[src/rtl/bus_arbiter_if.sv]
// Bus-side signals of the central arbiter. The master modport is the arbiter's view;
// the slave modport is the view of the requesting masters and the split-capable slave.
interface bus_arbiter_if #(
   parameter int NUM_MASTERS = 2,
   parameter int MSEL_W      = 1
);
   logic [NUM_MASTERS-1:0] mreq;
   logic [NUM_MASTERS-1:0] mgrant;
   logic [NUM_MASTERS-1:0] msplit;
   logic [MSEL_W-1:0]      msel;
   logic                   bus_busy;
   logic                   ssplit;
   logic                   split_grant;

   modport master (
      input  mreq,
      input  ssplit,
      output mgrant,
      output msplit,
      output msel,
      output bus_busy,
      output split_grant
   );

   modport slave (
      output mreq,
      output ssplit,
      input  mgrant,
      input  msplit,
      input  msel,
      input  bus_busy,
      input  split_grant
   );
endinterface

[src/rtl/bus_arbiter.sv]
// Round-robin bus arbiter with a single outstanding split transaction: the split
// master is parked, the bus is freed, and the owner is later re-granted with split_grant.
module bus_arbiter #(
   parameter int NUM_MASTERS = 2,
   parameter int MSEL_W      = 1
) (
   input  logic            clk,
   input  logic            rstn,
   bus_arbiter_if.master   bus
);

   typedef enum logic [1:0] {IDLE, RESUME, BUSY} state_t;

   state_t                 state_q, state_d;
   logic [NUM_MASTERS-1:0] mgrant_q, mgrant_d;
   logic [NUM_MASTERS-1:0] msplit_q, msplit_d;
   logic [MSEL_W-1:0]      owner_q, owner_d;
   logic [MSEL_W-1:0]      split_owner_q, split_owner_d;
   logic [MSEL_W-1:0]      rr_last_q, rr_last_d;
   logic                   split_pending_q, split_pending_d;
   logic                   split_grant_q, split_grant_d;

   logic [NUM_MASTERS-1:0] eligible;
   logic                   found;
   logic [MSEL_W-1:0]      winner;
   logic                   found_hi;
   logic [MSEL_W-1:0]      winner_hi;
   logic [MSEL_W-1:0]      winner_lo;

   assign eligible = bus.mreq & ~msplit_q;

   // Lowest eligible index above rr_last wins; otherwise wrap to the lowest eligible overall.
   always_comb begin
      found     = 1'b0;
      found_hi  = 1'b0;
      winner_hi = '0;
      winner_lo = '0;
      for (int i = NUM_MASTERS - 1; i >= 0; i--) begin
         if (eligible[i]) begin
            found     = 1'b1;
            winner_lo = MSEL_W'(i);
            if (i > int'(rr_last_q)) begin
               found_hi  = 1'b1;
               winner_hi = MSEL_W'(i);
            end
         end
      end
      winner = found_hi ? winner_hi : winner_lo;
   end

   always_ff @(posedge clk or negedge rstn) begin
      if (!rstn) begin
         state_q         <= IDLE;
         mgrant_q        <= '0;
         msplit_q        <= '0;
         owner_q         <= '0;
         split_owner_q   <= '0;
         rr_last_q       <= MSEL_W'(NUM_MASTERS - 1);
         split_pending_q <= 1'b0;
         split_grant_q   <= 1'b0;
      end else begin
         state_q         <= state_d;
         mgrant_q        <= mgrant_d;
         msplit_q        <= msplit_d;
         owner_q         <= owner_d;
         split_owner_q   <= split_owner_d;
         rr_last_q       <= rr_last_d;
         split_pending_q <= split_pending_d;
         split_grant_q   <= split_grant_d;
      end
   end

   always_comb begin
      state_d         = state_q;
      mgrant_d        = mgrant_q;
      msplit_d        = msplit_q;
      owner_d         = owner_q;
      split_owner_d   = split_owner_q;
      rr_last_d       = rr_last_q;
      split_pending_d = split_pending_q;
      split_grant_d   = 1'b0;

      unique case (state_q)
         IDLE: begin
            mgrant_d = '0;
            if (split_pending_q && !bus.ssplit) begin
               state_d       = RESUME;
               owner_d       = split_owner_q;
               mgrant_d      = NUM_MASTERS'(1) << split_owner_q;
               split_grant_d = 1'b1;
            end else if (found) begin
               state_d  = BUSY;
               owner_d  = winner;
               mgrant_d = NUM_MASTERS'(1) << winner;
            end
         end
         RESUME: begin
            state_d         = BUSY;
            msplit_d        = '0;
            split_pending_d = 1'b0;
         end
         BUSY: begin
            // A split takes precedence over a simultaneous release by the owner.
            if (bus.ssplit && !split_pending_q) begin
               state_d         = IDLE;
               split_owner_d   = owner_q;
               split_pending_d = 1'b1;
               msplit_d        = NUM_MASTERS'(1) << owner_q;
               mgrant_d        = '0;
               rr_last_d       = owner_q;
            end else if (!bus.mreq[owner_q]) begin
               state_d   = IDLE;
               mgrant_d  = '0;
               rr_last_d = owner_q;
            end
         end
         default: begin
            state_d  = IDLE;
            mgrant_d = '0;
         end
      endcase
   end

   assign bus.mgrant      = mgrant_q;
   assign bus.msplit      = msplit_q;
   assign bus.msel        = owner_q;
   assign bus.bus_busy    = |mgrant_q;
   assign bus.split_grant = split_grant_q;

endmodule

[src/flat_wrapper.sv]
// flat-port wrapper written by rule: the top's interface ports become plain ports
module bus_arbiter_flat 
#(
   parameter int NUM_MASTERS = 2,
   parameter int MSEL_W      = 1
)
  (clk, rstn, bus_mreq, bus_ssplit, bus_mgrant, bus_msplit, bus_msel, bus_bus_busy, bus_split_grant);
  bus_arbiter_if #(.NUM_MASTERS(NUM_MASTERS), .MSEL_W(MSEL_W)) bus_i ();
  input  logic clk;
  input  logic rstn;
  input wire logic [$bits(bus_i.mreq)-1:0] bus_mreq;
  input wire logic [$bits(bus_i.ssplit)-1:0] bus_ssplit;
  output wire logic [$bits(bus_i.mgrant)-1:0] bus_mgrant;
  output wire logic [$bits(bus_i.msplit)-1:0] bus_msplit;
  output wire logic [$bits(bus_i.msel)-1:0] bus_msel;
  output wire logic [$bits(bus_i.bus_busy)-1:0] bus_bus_busy;
  output wire logic [$bits(bus_i.split_grant)-1:0] bus_split_grant;
  assign bus_i.mreq = bus_mreq;
  assign bus_i.ssplit = bus_ssplit;
  assign bus_mgrant = bus_i.mgrant;
  assign bus_msplit = bus_i.msplit;
  assign bus_msel = bus_i.msel;
  assign bus_bus_busy = bus_i.bus_busy;
  assign bus_split_grant = bus_i.split_grant;
  bus_arbiter #(.NUM_MASTERS(NUM_MASTERS), .MSEL_W(MSEL_W)) u_core (.clk(clk), .rstn(rstn), .bus(bus_i));
endmodule
[config.mk]
export PLATFORM = sky130hd
export DESIGN_NAME = bus_arbiter_flat
export DESIGN_NICKNAME = d
export VERILOG_FILES = /design/src/rtl/bus_arbiter_if.sv /design/src/rtl/bus_arbiter.sv /design/src/flat_wrapper.sv
export SDC_FILE = /design/constraint.sdc
export NUM_CORES = 1
export LEC_CHECK = 0
export BUFFER_PORTS_ARGS = -buffer_cell sky130_fd_sc_hd__buf_2
export CAP_MARGIN = 20
export CORE_UTILIZATION = 35
export DETAILED_ROUTE_END_ITERATION = 6
export GPL_TIMING_DRIVEN = 0
export HOLD_SLACK_MARGIN = 0.08
export PLACE_DENSITY = 0.51
export SYNTH_ARGS = -nofsm -noshare
export SYNTH_HDL_FRONTEND = slang
export SYNTH_SLANG_ARGS = --single-unit
[constraint.sdc]
create_clock -name clk -period 1.3 [get_ports clk]
set_input_delay 0.26 -clock clk [delete_from_list [all_inputs] [get_ports clk]]
set_output_delay 0.26 -clock clk [all_outputs]
set_load 0.01 [all_outputs]
==> flow_summary.ini, run 1 <==
[die]
die_area_um2 = 1840
die-height_um = 42.90
rows = 14
die_x_um = 42.90
io_pins = 12
core-area_um2 = 1541
start_util_pct = 37.99

[worst_setup_path]
cp-end-kind = output port
cp.required_ns = 1.04
reg2regPathDepth = 3
r2r_start = u_core.state_q[0]
worstReg2RegEnd = u_core.split_owner_q
cp.arrival_ns = 1.03
path_max_fanout = 2
r2r_slack_ns = 0.09
crit_type = flip-flop to output port
crit_path_start_kind = flip-flop

[pwr]
powerDensity_nw_per_um2 = 2291
vdd_drop_max_v = 0.0008048
p_leak_nw = 0.3479

[timing]
slew_viol_final = 0
setup_viol = 0
max_slew_margin_pct = 83.40
finalCriticalPeriod_ns = 1.287
tightestPinTransition_ns = 0.2421
fmax_mhz = 776.8
fin_crit_sh_pct = 99.03
fin_setup_tns_ns = 0
skew_ns = 0.01523
hold_viol = 0
rsz0062_at_grt = true

[synthesis]
synth_fp_nets = 64
synth_seq_cells = 11
synth_area_per_cell_um2 = 9.925
yosysWarnings = 0
synth.cell_area_um2 = 585.6
synthDistinctLibCells = 26
postSynthCellCount = 59
seq_area_frac_synth_pct = 47.22

[global_routing]
grt_overflow = 0
first_global_vias = 445
grt_max_degree = 12
grt_antenna_before_repair = 0
grt_pass1_wl_um = 1973
groute.usage.overall_pct = 14.68

[detailed_routing]
wl_met3_um = 35
routed_wl_um = 1095
dr.max_layer_used = met4
wl_met1_um = 587
drt_iter0_markers = 10
vias_per_cell = 5.022
firstDrtPassIters = 2
wl_met2_um = 461
wire_per_inst_um = 11.90
routed-via-count = 462
drc_errors = 0
ant_nets = 0

[placed_design]
gp_congestion = 0.7784
dp_hpwl_um = 820
dp.cells = 86
place.port_buffers = 11

[cts]
cts_sinks = 11
clk_pin_slew_worst_paths_ns = 0.09
cts_tree = done
clk_latency_ns = 0.28
cts_made_buffers = 3
h-tree-depth = 1
cts_buffer_depth = 2
cts_root_buf = clkbuf_4

[layout]
syn_to_final_growth_pct = 23.50
diodes = 0
stdcell_count = 92
drive_gt1_share_pct = 35.53
fillerInstances = 158
final_nets = 82

[run_status]
status = finished, final reports clean

[worst_hold_path]
whs_path_depth = 3
hold_path_startpoint = bus_mreq[0]
min_to = u_core.rr_last_q
hold_class = input port to flip-flop

[job]
maxCapViolations = 0
synth_stat cells:
cell | n | share of area (%)
nor2_1 | 3 | 1.9
dfstp_2 | 1 | 4.5
nor2b_2 | 1 | 1.5
a21oi_1 | 4 | 3.4
o31ai_4 | 1 | 3.6
nand2b_1 | 5 | 5.3
o31ai_1 | 1 | 1.3
a21oi_2 | 1 | 1.5
nor3_1 | 2 | 1.7
a22o_1 | 3 | 4.5
o21ai_1 | 6 | 5.1
nand3b_1 | 1 | 1.3
o21ai_0 | 1 | 0.85
inv_1 | 1 | 0.64
mux2i_1 | 1 | 1.7
nor2b_1 | 1 | 1.1
nor3_4 | 1 | 2.8
and2b_4 | 1 | 1.7
mux2_1 | 1 | 1.9
or2_2 | 1 | 1.1
buf_2 | 2 | 1.7
dfrtp_1 | 10 | 43
o21bai_1 | 1 | 1.3
nand3_1 | 1 | 0.85
nand2_1 | 7 | 4.5
and3b_1 | 1 | 1.5
logic make-up (layout without fill, tap and decap cells):
family | count (synthesis) | after routing | share of synthesized area (%)
AO/OA/AOI/OAI | 18 | 18 | 21.58
buffers and inverters | 3 | 20 | 2.350
flip-flops | 11 | 11 | 47.22
multiplexers | 2 | 2 | 3.632
AND/OR/NAND/NOR | 25 | 25 | 25.22
report_power, final:
group          total [mW]  switching, mW  internal (mW)
combinational       0.782          0.397          0.385
clock               0.241          0.127          0.114
sequential          0.634          0.128          0.506
stage by stage:
stage	total power [mW]	worst slack [ns]	utilization (%)	hold slack [ns]	area, um^2
final	1.657	0.01262	46.92	0.3066	723.2
after global routing	1.812	-0.02344	46.92	0.3085	723.2
after CTS	1.662	0.01750	46.35	0.3015	714.4
after detailed placement	1.367	0.07184	42.86	0.1457	660.6
after global placement	1.368	0.07347	42.86	0.1461	660.6
after floorplan	1.159	0.1597	-	-0.03559	585.6
routing by layer:
metal / GRT usage [%] / up-vias
met5: 0 / -
met4: 7.500 / 0
met3: 2.553 / 2
met2: 20.91 / 10
met1: 21.01 / 209
li1: - / 241
flip-flops by register name, summed over array words and instances (netlist names):
signal                  count
u_core.bus.split_grant      1
u_core.split_pending_q      1
u_core.rr_last_q            1
u_core.bus.msel             1
u_core.bus.msplit           2
u_core.split_owner_q        1
u_core.bus.mgrant           2
u_core.state_q              2
cell usage in the layout, fill, tap and decap left out, drive strengths merged:
| cell | instances |
|---|---|
| nor2 | 3 |
| and3b | 1 |
| a21oi | 5 |
| clkbuf | 3 |
| nand2 | 7 |
| o21bai | 1 |
| nor2b | 2 |
| nand3b | 1 |
| nor3 | 3 |
| and2b | 1 |
| nand2b | 5 |
| inv | 1 |
| clkinv | 1 |
| nand3 | 1 |
| buf | 14 |
| mux2i | 1 |
| o21ai | 7 |
| dlygate4sd3 | 1 |
| dfrtp | 10 |
| a22o | 3 |
| dfstp | 1 |
| o31ai | 2 |
| mux2 | 1 |
| or2 | 1 |
cell type report:
class                      count  area (um^2)  area share [%]
multi-input combinational     45        305.3           42.21
sequential                    11        277.8           38.41
timing repair buffer          13        78.83           10.90
clock buffer                   3        22.52           3.114
tap                           16        20.02           2.768
buffer                         2        10.01           1.384
clock inverter                 1        5.005          0.6920
inverter                       1        3.754          0.5190
worst max-delay path, stage by stage (launching register included):
cell and delay, ns:
dfrtp_1 0.39, or2_4 0.25, buf_6 0.12
worst max path at each step:
stage / from / end / slack, ns
floorplan: u_core.split_pending_q / u_core.split_owner_q / 0.16
global placement: u_core.split_pending_q / u_core.split_owner_q / 0.07
detailed placement: u_core.split_pending_q / u_core.split_owner_q / 0.07
global route: u_core.bus.mgrant[1] / bus_bus_busy / -0.02
finish: u_core.bus.mgrant[1] / bus_bus_busy / 0.01
CTS: u_core.bus.mgrant[1] / bus_bus_busy / 0.02
what timing repair did:
| item | 4_1_cts | 5_1_grt |
|---|---|---|
| hold buffers | 1 | 0 |
| resized for setup | 2 | 2 |
| setup endpoints to repair | 1 | 2 |
| hold endpoints to repair | 10 | 0 |
| setup buffers | 1 | 0 |
(Power assumes the default switching activity.)
==> inputs of run 2 (changes only) <==
--- a/config.mk
+++ b/config.mk
@@ -9,9 +9,9 @@
 export CAP_MARGIN = 20
 export CORE_UTILIZATION = 35
 export DETAILED_ROUTE_END_ITERATION = 6
-export GPL_TIMING_DRIVEN = 0
+export GPL_ROUTABILITY_DRIVEN = 0
 export HOLD_SLACK_MARGIN = 0.08
-export PLACE_DENSITY = 0.51
+export PLACE_DENSITY = 0.66
 export SYNTH_ARGS = -nofsm -noshare
 export SYNTH_HDL_FRONTEND = slang
 export SYNTH_SLANG_ARGS = --single-unit
==> flow_summary.ini, run 2 (synthesized netlist as in run 1, its figures left out) <==
[worst_hold_path]
hold_class = input port to flip-flop

[placed_design]
dp_hpwl_um = 863.4
dpl_cell_area_um2 = 680.7
place.port_buffers = 11

[worst_setup_path]
cp-end-kind = output port
crit_type = flip-flop to output port
slowest_stage = dfrtp_1
cp_cell_sequence = or2_4, buf_6
cp_top_family = flip-flops
r2r_slack_ns = 0.06
path_max_fanout = 2
cp_num_buf_inv = 1
max_stage_delay_ns = 0.38
cp.arrival_ns = 1.01
crit_path_start_kind = flip-flop
cp.required_ns = 1.04

[die]
die_x_um = 42.90
die_area_um2 = 1840
io_pins = 12
die-height_um = 42.90
core-area_um2 = 1541
rows = 14
start_util_pct = 37.99

[global_routing]
groute.usage.overall_pct = 16.25
grt_overflow = 0
first_global_vias = 477
grt_pass1_wl_um = 2132
grt_antenna_before_repair = 0
grt_max_degree = 12

[detailed_routing]
firstDrtPassIters = 3
wire_per_inst_um = 12.69
vias_per_cell = 5.274
drc_errors = 0
routed-via-count = 501
routed_wl_um = 1206
drt_iter0_markers = 3
ant_nets = 0

[pwr]
p_switching_mw = 0.6806
total_power_mw = 1.749
vdd_drop_max_v = 0.001119
netSwitchingFraction_pct = 38.90
powerDensity_nw_per_um2 = 2362
p_leak_nw = 0.3527
internal_power_mw = 1.069
p_clk_share_pct = 13.4
comb_power_share_pct = 50.9
seqPwrFrac_pct = 35.8

[cts]
cts_sinks = 11
cts_buffer_depth = 2
cts_root_buf = clkbuf_4
cts_tree = done
clk_latency_ns = 0.27
clk_pin_slew_worst_paths_ns = 0.07
cts_made_buffers = 3
h-tree-depth = 1

[layout]
final_nets = 85
mostFrequentLayoutCells = 10 x buf_2, 10 x dfrtp_1, 7 x nand2_1
syn_to_final_growth_pct = 26.50
fin_util_pct = 48.05
fillerInstances = 151
final_area_um2 = 740.7
drive_gt1_share_pct = 34.18
diodes = 0

[timing]
setup_viol = 0
slew_viol_final = 0
fmax_mhz = 788.0
finalCriticalPeriod_ns = 1.269
tightestPinTransition_ns = 0.2492
fin_crit_sh_pct = 97.62
rsz0062_at_grt = true
max_slew_margin_pct = 82.91
hold_viol = 0
skew_ns = 0.002575

[job]
maxCapViolations = 0

[run_status]
status = finished, final reports clean
## run 2: worst paths after layout
kind                                   startpoint              endpoint  cells after the start
max in group asynchronous                    rstn      u_core.rr_last_q                      2
min in group asynchronous                    rstn       u_core.bus.msel                      2
setup / recovery             u_core.bus.mgrant[0]          bus_bus_busy                      2
hold / removal                        bus_mreq[0]      u_core.rr_last_q                      3
hold reg to reg                  u_core.rr_last_q      u_core.rr_last_q                      2
setup reg to reg           u_core.split_pending_q  u_core.split_owner_q                      3
## run 2: power by group through the flow
stage | logic (mW) | clock network, mW | registers, mW
final | 0.890 | 0.234 | 0.625
after global routing | 0.980 | 0.265 | 0.651
after CTS | 0.893 | 0.246 | 0.625
after detailed placement | 0.813 | 0 | 0.626
after global placement | 0.804 | 0 | 0.618
after floorplan | 0.513 | 0 | 0.646
## run 2: what timing repair did
action	CTS	global route
pin swaps	0	1
hold endpoints to repair	10	0
resized for setup	2	0
setup buffers	2	0
setup endpoints to repair	1	1
hold buffers	1	0
## run 2: final cells by class
type / instances / area [um^2] / share of cell area, %
Timing Repair Buffer: 18 / 116.4 / 15.71
Tap cell: 16 / 20.02 / 2.703
Clock buffer: 4 / 26.28 / 3.547
Multi-Input combinational cell: 45 / 297.8 / 40.20
Sequential cell: 11 / 276.5 / 37.33
Inverter: 1 / 3.754 / 0.5068
## run 2: worst min-delay path, delay by kind of cell
| kind | cells | cell delay, ns |
|---|---|---|
| buf+inv | 1 | 0.12 |
| compound gates | 2 | 0.19 |
## run 2: routing by layer
metal | vias to the layer above | share of wire (%) | global-route usage [%]
met1 | 240 | 47 | 19.10
met3 | 0 | 5.9 | 7.660
met2 | 15 | 48 | 26.67
met5 | - | 0 | 0
li1 | 246 | - | -
met4 | 0 | 0 | 3.750
## run 2: per-stage QoR
stage / hold slack (ns) / cells / setup WS (ns) / setup TNS (ns)
after floorplan: -0.03559 / 59 / 0.1597 / 0
after global placement: 0.1407 / 88 / 0.1167 / 0
after detailed placement: 0.1447 / 88 / 0.08781 / 0
after CTS: 0.2925 / 95 / 0.02472 / 0
after global routing: 0.3108 / 95 / -0.005040 / -0.005040
final: 0.2970 / 95 / 0.03092 / 0
==> inputs of run 3 (changes only) <==
--- a/config.mk
+++ b/config.mk
@@ -11,7 +11,7 @@
 export DETAILED_ROUTE_END_ITERATION = 6
 export GPL_ROUTABILITY_DRIVEN = 0
 export HOLD_SLACK_MARGIN = 0.08
-export PLACE_DENSITY = 0.66
+export PLACE_DENSITY = 0.56
 export SYNTH_ARGS = -nofsm -noshare
 export SYNTH_HDL_FRONTEND = slang
 export SYNTH_SLANG_ARGS = --single-unit
==> flow_summary.ini, run 3 (synthesized netlist as in run 1, its figures left out) <==
[timing]
slew_viol_final = 0
finalWorstSetupSlack_ns = 0.02684
skew_ns = 0.002356
fin_crit_sh_pct = 97.94
setup_viol = 0
tightestPinTransition_ns = 0.2565
fmax_mhz = 785.4
max_slew_margin_pct = 82.41
finalCriticalPeriod_ns = 1.273
rsz0062_at_grt = true
hold_viol = 0

[worst_setup_path]
cp.arrival_ns = 1.01
worstReg2RegEnd = u_core.split_owner_q
cp_num_buf_inv = 1
reg2regPathDepth = 3
max_stage_delay_ns = 0.38
cp_top_family = flip-flops
slowest_stage = dfrtp_1
r2r_start = u_core.state_q[0]
cp_num_cells = 2
r2r_slack_ns = 0.07
crit_end = bus_bus_busy
path_max_fanout = 2
crit_type = flip-flop to output port
crit_start = u_core.bus.mgrant[1]
cp.required_ns = 1.04
cp-end-kind = output port
crit_path_start_kind = flip-flop
cp_cell_sequence = or2_4, buf_6

[detailed_routing]
vias_per_cell = 5.204
routed-via-count = 484
routed_wl_um = 1184
ant_nets = 0
firstDrtPassIters = 4
drt_iter0_markers = 12
wire_per_inst_um = 12.73
drc_errors = 0

[cts]
cts_buffer_depth = 2
cts_made_buffers = 3
cts_tree = done
h-tree-depth = 1
cts_root_buf = clkbuf_4
cts_sinks = 11
clk_latency_ns = 0.27
clk_pin_slew_worst_paths_ns = 0.07

[pwr]
p_clk_share_pct = 13.6
internal_power_mw = 1.043
vdd_drop_max_v = 0.001094
p_leak_nw = 0.3518
powerDensity_nw_per_um2 = 2324
seqPwrFrac_pct = 37.5
netSwitchingFraction_pct = 38.99
p_switching_mw = 0.6667
comb_power_share_pct = 48.9

[die]
rows = 14
core-area_um2 = 1541
die_x_um = 42.90
die-height_um = 42.90
start_util_pct = 37.99
die_area_um2 = 1840
io_pins = 12

[global_routing]
met3_usage_pct = 7.660
groute.usage.overall_pct = 15.03
first_global_vias = 433
met1_usage_pct = 17.02
grt_antenna_before_repair = 0
use_met2_pct = 23.03
top_usage_layer = met2
grt_max_degree = 12
grt_overflow = 0
grt_pass1_wl_um = 1911

[layout]
final_area_um2 = 735.7
syn_to_final_growth_pct = 25.64
drive_gt1_share_pct = 35.06
stdcell_count = 93
diodes = 0
mostFrequentLayoutCells = 10 x buf_2, 10 x dfrtp_1, 7 x nand2_1
fillerInstances = 150
final_nets = 83

[placed_design]
dp_hpwl_um = 851.9
place.port_buffers = 11
dp.cells = 87
dp_slack_ns = 0.05953
dpl_cell_area_um2 = 673.1

[worst_hold_path]
hold_class = input port to flip-flop

[job]
maxCapViolations = 0

[run_status]
status = finished, final reports clean
[run 3: changes by cell type in the layout (fill, tap and decap cells not counted), sizes merged]
| cell | previous run | this run |
|---|---|---|
| buf | 17 | 15 |
[run 3: worst reg2reg max path, cell delays in order, from the launching register on]
cell	delay, ns
dfrtp_1	0.41
nand2b_2	0.23
nor2_1	0.12
mux2_1	0.34
[run 3: metrics by stage]
step | setup TNS (ns) | power, mW | util (%) | hold WS, ns
detailed placement | 0 | 1.410 | 43.67 | 0.1462
global placement | 0 | 1.409 | 43.67 | 0.1501
floorplan | 0 | 1.159 | - | -0.03559
finish | 0 | 1.710 | 47.73 | 0.3328
global route | -0.01535 | 1.839 | 47.73 | 0.3601
CTS | 0 | 1.702 | 47.08 | 0.3336
[run 3: layout make-up]
cell class | count | area (um^2) | area share [%]
Multi-Input combinational cell | 45 | 307.8 | 41.84
Timing Repair Buffer | 16 | 101.3 | 13.78
Clock buffer | 4 | 26.28 | 3.571
Inverter | 1 | 3.754 | 0.5102
Tap cell | 16 | 20.02 | 2.721
Sequential cell | 11 | 276.5 | 37.58
[run 3: per-layer routing]
layer | part of all wire, % | wire (um)
met1 | 49 | 575
met2 | 43 | 505
met3 | 6.5 | 77
met4 | 2.1 | 25
met5 | 0 | 0
[run 3: how the worst min path moves through the flow]
| stage | from | cells after the start | to | slack [ns] |
|---|---|---|---|---|
| floorplan | rstn | 0 | u_core.bus.mgrant[0] | -0.04 |
| global placement | rstn | 1 | u_core.bus.split_grant | 0.15 |
| detailed placement | rstn | 1 | u_core.state_q[1] | 0.15 |
| CTS | bus_mreq[0] | 3 | u_core.rr_last_q | 0.33 |
| global route | bus_mreq[0] | 3 | u_core.rr_last_q | 0.36 |
| finish | bus_mreq[0] | 3 | u_core.rr_last_q | 0.33 |
[run 3: power by group through the flow]
stage | Combinational [mW] | Sequential [mW] | Clock [mW]
floorplan | 0.513 | 0.646 | 0
global placement | 0.778 | 0.631 | 0
detailed placement | 0.773 | 0.637 | 0
CTS | 0.828 | 0.631 | 0.243
global route | 0.922 | 0.654 | 0.263
finish | 0.836 | 0.642 | 0.232
[run 3: timing repair]
| item | CTS | global route |
|---|---|---|
| pin swaps | 0 | 0 |
| gates resized for setup | 2 | 2 |
| buffers inserted | 1 | 0 |
| gates cloned | 0 | 0 |
| endpoints found under the hold margin | 10 | 0 |
| setup endpoints to repair | 1 | 2 |
| hold buffers | 1 | 0 |
